==> src/rtl/bin_to_bcd.sv <==
// bin_to_bcd: free-running 16-bit binary to 5-digit packed-BCD converter.
// Double-dabble engine: one LOAD cycle, 16 SHIFT cycles, one UPDATE cycle, repeating.
// Data_BCD is written only in UPDATE, so it never exposes a partial conversion.
module bin_to_bcd (
  input  logic        Sys_CLK,
  input  logic        Sys_RST,
  input  logic [15:0] Data_Bin,
  output logic [19:0] Data_BCD
);

  typedef enum logic [1:0] {
    StLoad   = 2'd0,
    StShift  = 2'd1,
    StUpdate = 2'd2
  } state_e;

  state_e      state_q, state_d;
  logic [3:0]  cnt_q, cnt_d;
  logic [15:0] bin_q, bin_d;
  logic [19:0] bcd_q, bcd_d;
  logic [19:0] out_q, out_d;
  logic [19:0] bcd_adj;

  // Add-3 on every nibble >= 5, evaluated in parallel on the pre-shift value.
  always_comb begin
    bcd_adj = bcd_q;
    for (int i = 0; i < 5; i++) begin
      if (bcd_q[4*i +: 4] >= 4'd5) begin
        bcd_adj[4*i +: 4] = bcd_q[4*i +: 4] + 4'd3;
      end
    end
  end

  // Next-state and datapath updates for the LOAD / SHIFT / UPDATE loop.
  always_comb begin
    state_d = state_q;
    cnt_d   = cnt_q;
    bin_d   = bin_q;
    bcd_d   = bcd_q;
    out_d   = out_q;
    unique case (state_q)
      StLoad: begin
        bin_d   = Data_Bin;
        bcd_d   = '0;
        cnt_d   = '0;
        state_d = StShift;
      end
      StShift: begin
        // {bcd, bin} shifted left as one 36-bit register; bin MSB enters bcd LSB.
        bcd_d = {bcd_adj[18:0], bin_q[15]};
        bin_d = {bin_q[14:0], 1'b0};
        cnt_d = cnt_q + 4'd1;
        if (cnt_q == 4'd15) begin
          state_d = StUpdate;
        end
      end
      StUpdate: begin
        out_d   = bcd_q;
        state_d = StLoad;
      end
      default: begin
        state_d = StLoad;
      end
    endcase
  end

  // State registers with synchronous reset; reset discards any conversion in flight.
  always_ff @(posedge Sys_CLK) begin
    if (Sys_RST) begin
      state_q <= StLoad;
      cnt_q   <= '0;
      bin_q   <= '0;
      bcd_q   <= '0;
      out_q   <= '0;
    end else begin
      state_q <= state_d;
      cnt_q   <= cnt_d;
      bin_q   <= bin_d;
      bcd_q   <= bcd_d;
      out_q   <= out_d;
    end
  end

  assign Data_BCD = out_q;

endmodule

==> config.mk <==
export PLATFORM = sky130hd
export DESIGN_NAME = bin_to_bcd
export DESIGN_NICKNAME = d
export VERILOG_FILES = /design/src/rtl/bin_to_bcd.sv
export SDC_FILE = /design/constraint.sdc
export NUM_CORES = 1
export LEC_CHECK = 0
export BUFFER_PORTS_ARGS = -buffer_cell sky130_fd_sc_hd__buf_2
export CORE_AREA = 2 2 80 75
export CTS_BUF_LIST = sky130_fd_sc_hd__clkbuf_4 sky130_fd_sc_hd__clkbuf_8
export CTS_CLUSTER_DIAMETER = 50
export DETAILED_ROUTE_END_ITERATION = 6
export DIE_AREA = 0 0 82 77
export GPL_ROUTABILITY_DRIVEN = 1
export PLACE_DENSITY = 0.73
export SLEW_MARGIN = 20
export SYNTH_ARGS = -nofsm -noshare
export SYNTH_HDL_FRONTEND = slang
export SYNTH_SLANG_ARGS = --single-unit
export TNS_END_PERCENT = 30
==> constraint.sdc <==
create_clock -name Sys_CLK -period 1.3 [get_ports Sys_CLK]
set_clock_uncertainty 0.05 [all_clocks]
set_input_delay 0.26 -clock Sys_CLK [delete_from_list [all_inputs] [get_ports Sys_CLK]]
set_output_delay 0.26 -clock Sys_CLK [all_outputs]
set_load 0.005 [all_outputs]
==> flow_summary.toml, run 1 <==
[sta]
relSlewSlack = 0.793
rsz0062_at_grt = "true"
min_period_over_period = 1.01
drv_slew = 0
final.min_clock_period_ns = 1.32
worstMarginPinSlew_ns = 0.310
maxClockFrequency_mhz = 760
setup_viol = 2
hold_viol = 0
layout_setup_ws_ns = -0.0161

[layout]
drive_above_1_share = 0.360
fin_area_um2 = 3730
insertedDiodeCount = 0
fin_cells = 473
nets = 427
final_common_cell = "nand2_1"
fin_util = 0.682
synthToLayoutAreaGrowth_pct = 29.8
final_cell_mix = "nand2_1 (51), dfxtp_1 (49), nor2_1 (47), a21oi_1 (41), buf_4 (39)"

[placement]
io_buffers = 37
routabilityCongestion = 0.798
dpl.cell_count = 455
preCtsSetupSlack_ns = -0.0959
dpl.hpwl_um = 3950
placed_area_um2 = 3360

[clock_tree]
htree_levels = 3
clk_pin_slew_ns = 0.07
cts_num_sinks = 62
insertion_delay_ns = 0.34
cts_buffer_depth = 2
numCtsBuffers = 9
hold_buffers = 0
cts_root_buf = "clkbuf_8"
cts_tree = "done"

[worst_setup_path]
cp_slowest_stage_delay_ns = 0.36
cp_cell_sequence = "inv_4, ha_4, nand2b_4, a21oi_4, mux2i_1, a22o_1"
cpMaxStageDelayCell = "dfxtp_2"
ff2ff_setup_slack_ns = -0.02
crit-reg2reg-launch = "bcd_q[5]"
crit_arrival_ns = 1.55
timing.reg2reg.worst_path_depth = 6
r2r_end = "bcd_q[6]"
cp_max_fo = 3
worst_ep_required_time_ns = 1.53
crit_type = "reg2reg"
cp-end-kind = "flip-flop"
crit_path_start_kind = "flip-flop"

[route]
first_pass_iters = 4
drc = 0
wire_per_inst_um = 12.2
via_per_inst = 5.05
drt-total-wl_um = 5780
drtAntennaViolNets = 0
first_iter_violations = 104
vias = 2387

[synth]
synth_cells = 329
synth_top_family_by_area = "compound AO/OA/AOI/OAI gates"
synth_xor_area_frac = 0.0275
synth_seq_cells = 62
syn_nets = 358
yosysWarnings = 0
synth_simple_gate_area_share = 0.176
synth_area_um2 = 2870
avgSynthCellArea_um2 = 8.73
synth-compound-area-share = 0.176
synth_fa_ha_area_frac = 0.0479
yosys.cell_types.count = 32
synthMuxAreaShare = 0.0697
seq_area_frac_synth = 0.432

[die]
std_cell_rows = 26
die_h_um = 77
fp.dieArea_um2 = 6310
die_w_um = 82
coreArea_um2 = 5470
start_util = 0.525
ioPinCount = 38

[pwr]
combPwrFrac = 0.054
power_switching_uw = 860
ir_drop_uv = 813
cellInternalPower_uw = 3210
powerDensity_nw_per_um2 = 1090
leakage_uw = 0.00164
pwr-share-clk = 0.466
p_seq_frac = 0.480
finalPower_uw = 4070
p_sw_frac = 0.211

[grt]
antenna_found_initial = 0
grt_pass1_vias = 2318
grt_pass1_wl_um = 10100
gr-total-overflow = 0
grt_max_degree = 29
track_usage = 0.205

[run_status]
outcome = "complete, but fails checks"
violations = "negative setup slack"

[worst_hold_path]
holdPathStages = 3
hold_path.startpoint = "Data_Bin[0]"
hold_path_class = "in2reg"
whs_endpoint = "bin_q[0]"

[flow_run]
drv_cap = 0
-- sequential cells by signal, summed over array words and instances (netlist names) --
register and count:
Data_BCD 20, bcd_q 20, bin_q 16, cnt_q 4
state_q 2
-- per-stage QoR --
stage	hold WS (ns)	TNS (ns)
detailed placement	0.395	-0.510
global placement	0.389	-0.0266
floorplan	0.354	-0.0724
CTS	0.107	-0.0599
finish	0.120	-0.0283
global route	0.118	-0.553
-- power by group through the flow --
stage	combinational, µW	clock, µW	sequential [µW]
final	219	1890	1950
after global routing	249	2020	1960
after CTS	219	1930	1960
after detailed placement	215	0	2000
after global placement	210	0	2000
after floorplan	152	0	1990
-- cells in the mapped netlist (all sizes together) --
library cell  count  area share
a21oi            46       0.085
a22o             10       0.030
a22oi             5       0.013
a31oi             1      0.0022
and4              2      0.0061
buf              18       0.050
clkbuf            4      0.0052
dfxtp            62        0.43
ha               11       0.048
inv              11       0.014
mux2i            20       0.070
nand2            52       0.068
nand2b            7       0.019
nand3             2      0.0035
nor2             49       0.065
nor2b             3      0.0074
nor3              2      0.0052
nor3b             1      0.0026
o21ai             6       0.010
o2bb2ai           4       0.012
o41ai             4       0.023
xnor2             5       0.015
xor2              4       0.012
-- what timing repair did --
action,in CTS,in global routing
pin swaps,7,9
cloned,0,0
setup endpoints to repair,23,29
setup buffers,1,1
gates resized for setup,21,21
-- critical path: cells and delay by family, from the launching register on --
family | cells | cell delay, ns
multiplexers | 1 | 0.21
AND/OR/NAND/NOR | 1 | 0.14
adder cells (fa/ha/maj) | 1 | 0.14
AO/OA/AOI/OAI | 2 | 0.31
flip-flops | 1 | 0.36
buffers and inverters | 1 | 0.05
-- cell type report --
cell class / count / area, µm²
multi-input cells: 234 / 1570
inverters: 11 / 46.3
well taps: 70 / 87.6
clock inverters: 4 / 70.1
clock buffers: 12 / 153
fillers: 430 / 1740
flip-flops and latches: 62 / 1260
repair buffers: 80 / 541
-- cells by family (layout without fill, tap and decap cells) --
kind of cell             count (synthesis)  count (layout)
AO/OA/AOI/OAI                           76              76
flip-flops                              62              62
adder cells (fa/ha/maj)                 11              11
AND/OR/NAND/NOR                        118             118
multiplexers                            20              20
XOR/XNOR                                 9               9
buffers and inverters                   33             107
-- per-layer routing --
metal  track usage  vias up  part of all wire
li1              -     1245                 -
met1         0.242     1085              0.45
met2         0.341       48              0.49
met3        0.0718        9             0.046
met4        0.0650        0             0.012
met5             0        -                 0
-- worst max path at each step --
| stage | startpoint | end | slack (ns) | cells past startpoint |
|---|---|---|---|---|
| floorplan | bcd_q[1] | bcd_q[2] | -0.02 | 6 |
| CTS | bcd_q[5] | bcd_q[6] | -0.02 | 6 |
| finish | bcd_q[5] | bcd_q[6] | -0.02 | 6 |
| global route | bcd_q[17] | bcd_q[18] | -0.09 | 6 |
| detailed placement | bcd_q[17] | bcd_q[18] | -0.1 | 6 |
| global placement | bcd_q[5] | bcd_q[6] | -0.01 | 6 |
No activity file was read; power rests on OpenSTA's default activity.
==> inputs of run 2 (changes only) <==
SETUP_SLACK_MARGIN = 0.2   (was not set)
==> run 2 against run 1 <==
The flow still finishes with violations (negative setup slack). Final area rose by 8.1%. Sequential share of layout area fell by 1.6 points. Largest power group unchanged. Combinational power rose by 20%. Cell count rose by 0.21%. Critical endpoint is now bcd_q[10]. Register-to-register slack barely moved. Worst hold slack improved by 0.0081 ns. Sequential power barely moved. Die area did not move.
==> flow_summary.toml, run 2 (synthesis results as in run 1) <==
[grt]
grt_max_degree = 45
antenna_found_initial = 0
grt_pass1_vias = 2299
gr-total-overflow = 0
grt_pass1_wl_um = 10600
track_usage = 0.217

[worst_hold_path]
hold_path_class = "in2reg"
hold_path.startpoint = "Data_Bin[0]"
holdPathStages = 3
whs_endpoint = "bin_q[0]"

[layout]
final_common_cell = "nand2_1"
nets = 428
final_cell_mix = "nand2_1 (50), nor2_1 (45), a21oi_1 (40), buf_4 (32), dfxtp_1 (30)"
num-fill-cells = 377
synthToLayoutAreaGrowth_pct = 40.3
insertedDiodeCount = 0
fin_cells = 474
drive_above_1_share = 0.446
fin_util = 0.737

[clock_tree]
insertion_delay_ns = 0.33
cts_num_sinks = 62
clk_pin_slew_ns = 0.07
cts_tree = "done"
cts_buffer_depth = 2
htree_levels = 3
cts_root_buf = "clkbuf_8"
numCtsBuffers = 9

[worst_setup_path]
critPathBufInv = 1
cpMaxStageDelayCell = "dfxtp_2"
crit_type = "reg2reg"
cp_max_fo = 3
r2r_end = "bcd_q[10]"
cp_top_family = "flip-flops"
cp-end-kind = "flip-flop"
crit-reg2reg-launch = "bcd_q[9]"
crit_path_start_kind = "flip-flop"
ff2ff_setup_slack_ns = -0.02
cp.depth = 6
timing.reg2reg.worst_path_depth = 6
cp_slowest_stage_delay_ns = 0.36
crit_arrival_ns = 1.55
cp_cell_sequence = "inv_4, ha_4, nand2b_4, a21oi_4, mux2i_1, a22o_1"
worst_ep_required_time_ns = 1.53

[sta]
rsz0062_at_grt = "true"
final.min_clock_period_ns = 1.32
setup_viol = 2
maxClockFrequency_mhz = 756
worstMarginPinSlew_ns = 0.308
layout_setup_ws_ns = -0.0235
min_period_over_period = 1.02
drv_slew = 0
hold_viol = 0
relSlewSlack = 0.794

[pwr]
combPwrFrac = 0.064
leakage_uw = 0.00168
ir_drop_uv = 897
p_seq_frac = 0.474
p_sw_frac = 0.215
powerDensity_nw_per_um2 = 1020
power_switching_uw = 883
pwr-share-clk = 0.462
cellInternalPower_uw = 3230

[route]
first_iter_violations = 89
drt-total-wl_um = 6520
vias = 2447
drtAntennaViolNets = 0
drc = 0
first_pass_iters = 4
via_per_inst = 5.16
wire_per_inst_um = 13.8

[run_status]
outcome = "complete, but fails checks"
violations = "negative setup slack"

[die]
fp.dieArea_um2 = 6310
std_cell_rows = 26
start_util = 0.525
coreArea_um2 = 5470
die_w_um = 82
ioPinCount = 38
die_h_um = 77

[placement]
dpl.hpwl_um = 4010
io_buffers = 37
routabilityCongestion = 0.822
dpl.cell_count = 445

[flow_run]
drv_cap = 0
-- run 2: changes by cell type in the layout (fill, tap and decap cells not counted), sizes merged --
cell and delta:
buf +1
-- run 2: cell type report --
class                           count  area [µm²]  area share
Clock buffer                       12         153      0.0379
Multi-Input combinational cell    234        1690       0.419
Inverter                           11        61.3      0.0152
Tap cell                           70        87.6      0.0217
Sequential cell                    62        1300       0.322
Clock inverter                      4        70.1      0.0174
Timing Repair Buffer               81         669       0.166
-- run 2: worst max path at each step --
| stage | endpoint | startpoint |
|---|---|---|
| 3_5_place_dp | bcd_q[14] | bcd_q[13] |
| 3_3_place_gp | bcd_q[14] | bcd_q[13] |
| 4_1_cts | bcd_q[14] | bcd_q[13] |
| 6_report | bcd_q[10] | bcd_q[9] |
| 2_1_floorplan | bcd_q[2] | bcd_q[0] |
| 5_1_grt | bcd_q[14] | bcd_q[13] |
-- run 2: worst min-delay path, stage by stage --
cell and delay [ns]:
buf_2 0.08, a22oi_1 0.05, nor2_1 0.08
-- run 2: repair_timing --
action	4_1_cts	5_1_grt
setup buffers	6	5
setup endpoints to repair	67	81
pin swaps	24	30
resized for setup	37	37
hold buffers	0	0
gates cloned	2	0
-- run 2: power groups by stage --
stage	logic (µW)	registers, µW	clock network (µW)
5_1_grt	290	1950	2040
3_3_place_gp	213	1990	0
2_1_floorplan	155	1990	0
3_5_place_dp	218	1990	0
4_1_cts	247	1950	1940
6_report	263	1950	1900
-- run 2: metal layers --
layer / GRT usage / share of wire / up-vias
li1: - / - / 1245
met1: 0.252 / 0.43 / 1145
met2: 0.372 / 0.51 / 46
met3: 0.0682 / 0.034 / 11
met4: 0.0683 / 0.017 / 0
met5: 0 / 0 / -
-- run 2: metrics by stage --
stage               setup TNS (ns)  power, µW  setup WS, ns  hold WS (ns)  area [µm²]
finish                     -0.0335       4110       -0.0235         0.128        4030
global placement                 0       2200        0.0117         0.387        3420
detailed placement         -0.0200       2210      -0.00832         0.391        3420
global route                -0.580       4280       -0.0718         0.146        4030
floorplan                        0       2140        0.0715         0.354        3040
CTS                       -0.00572       4140      -0.00572         0.111        3870
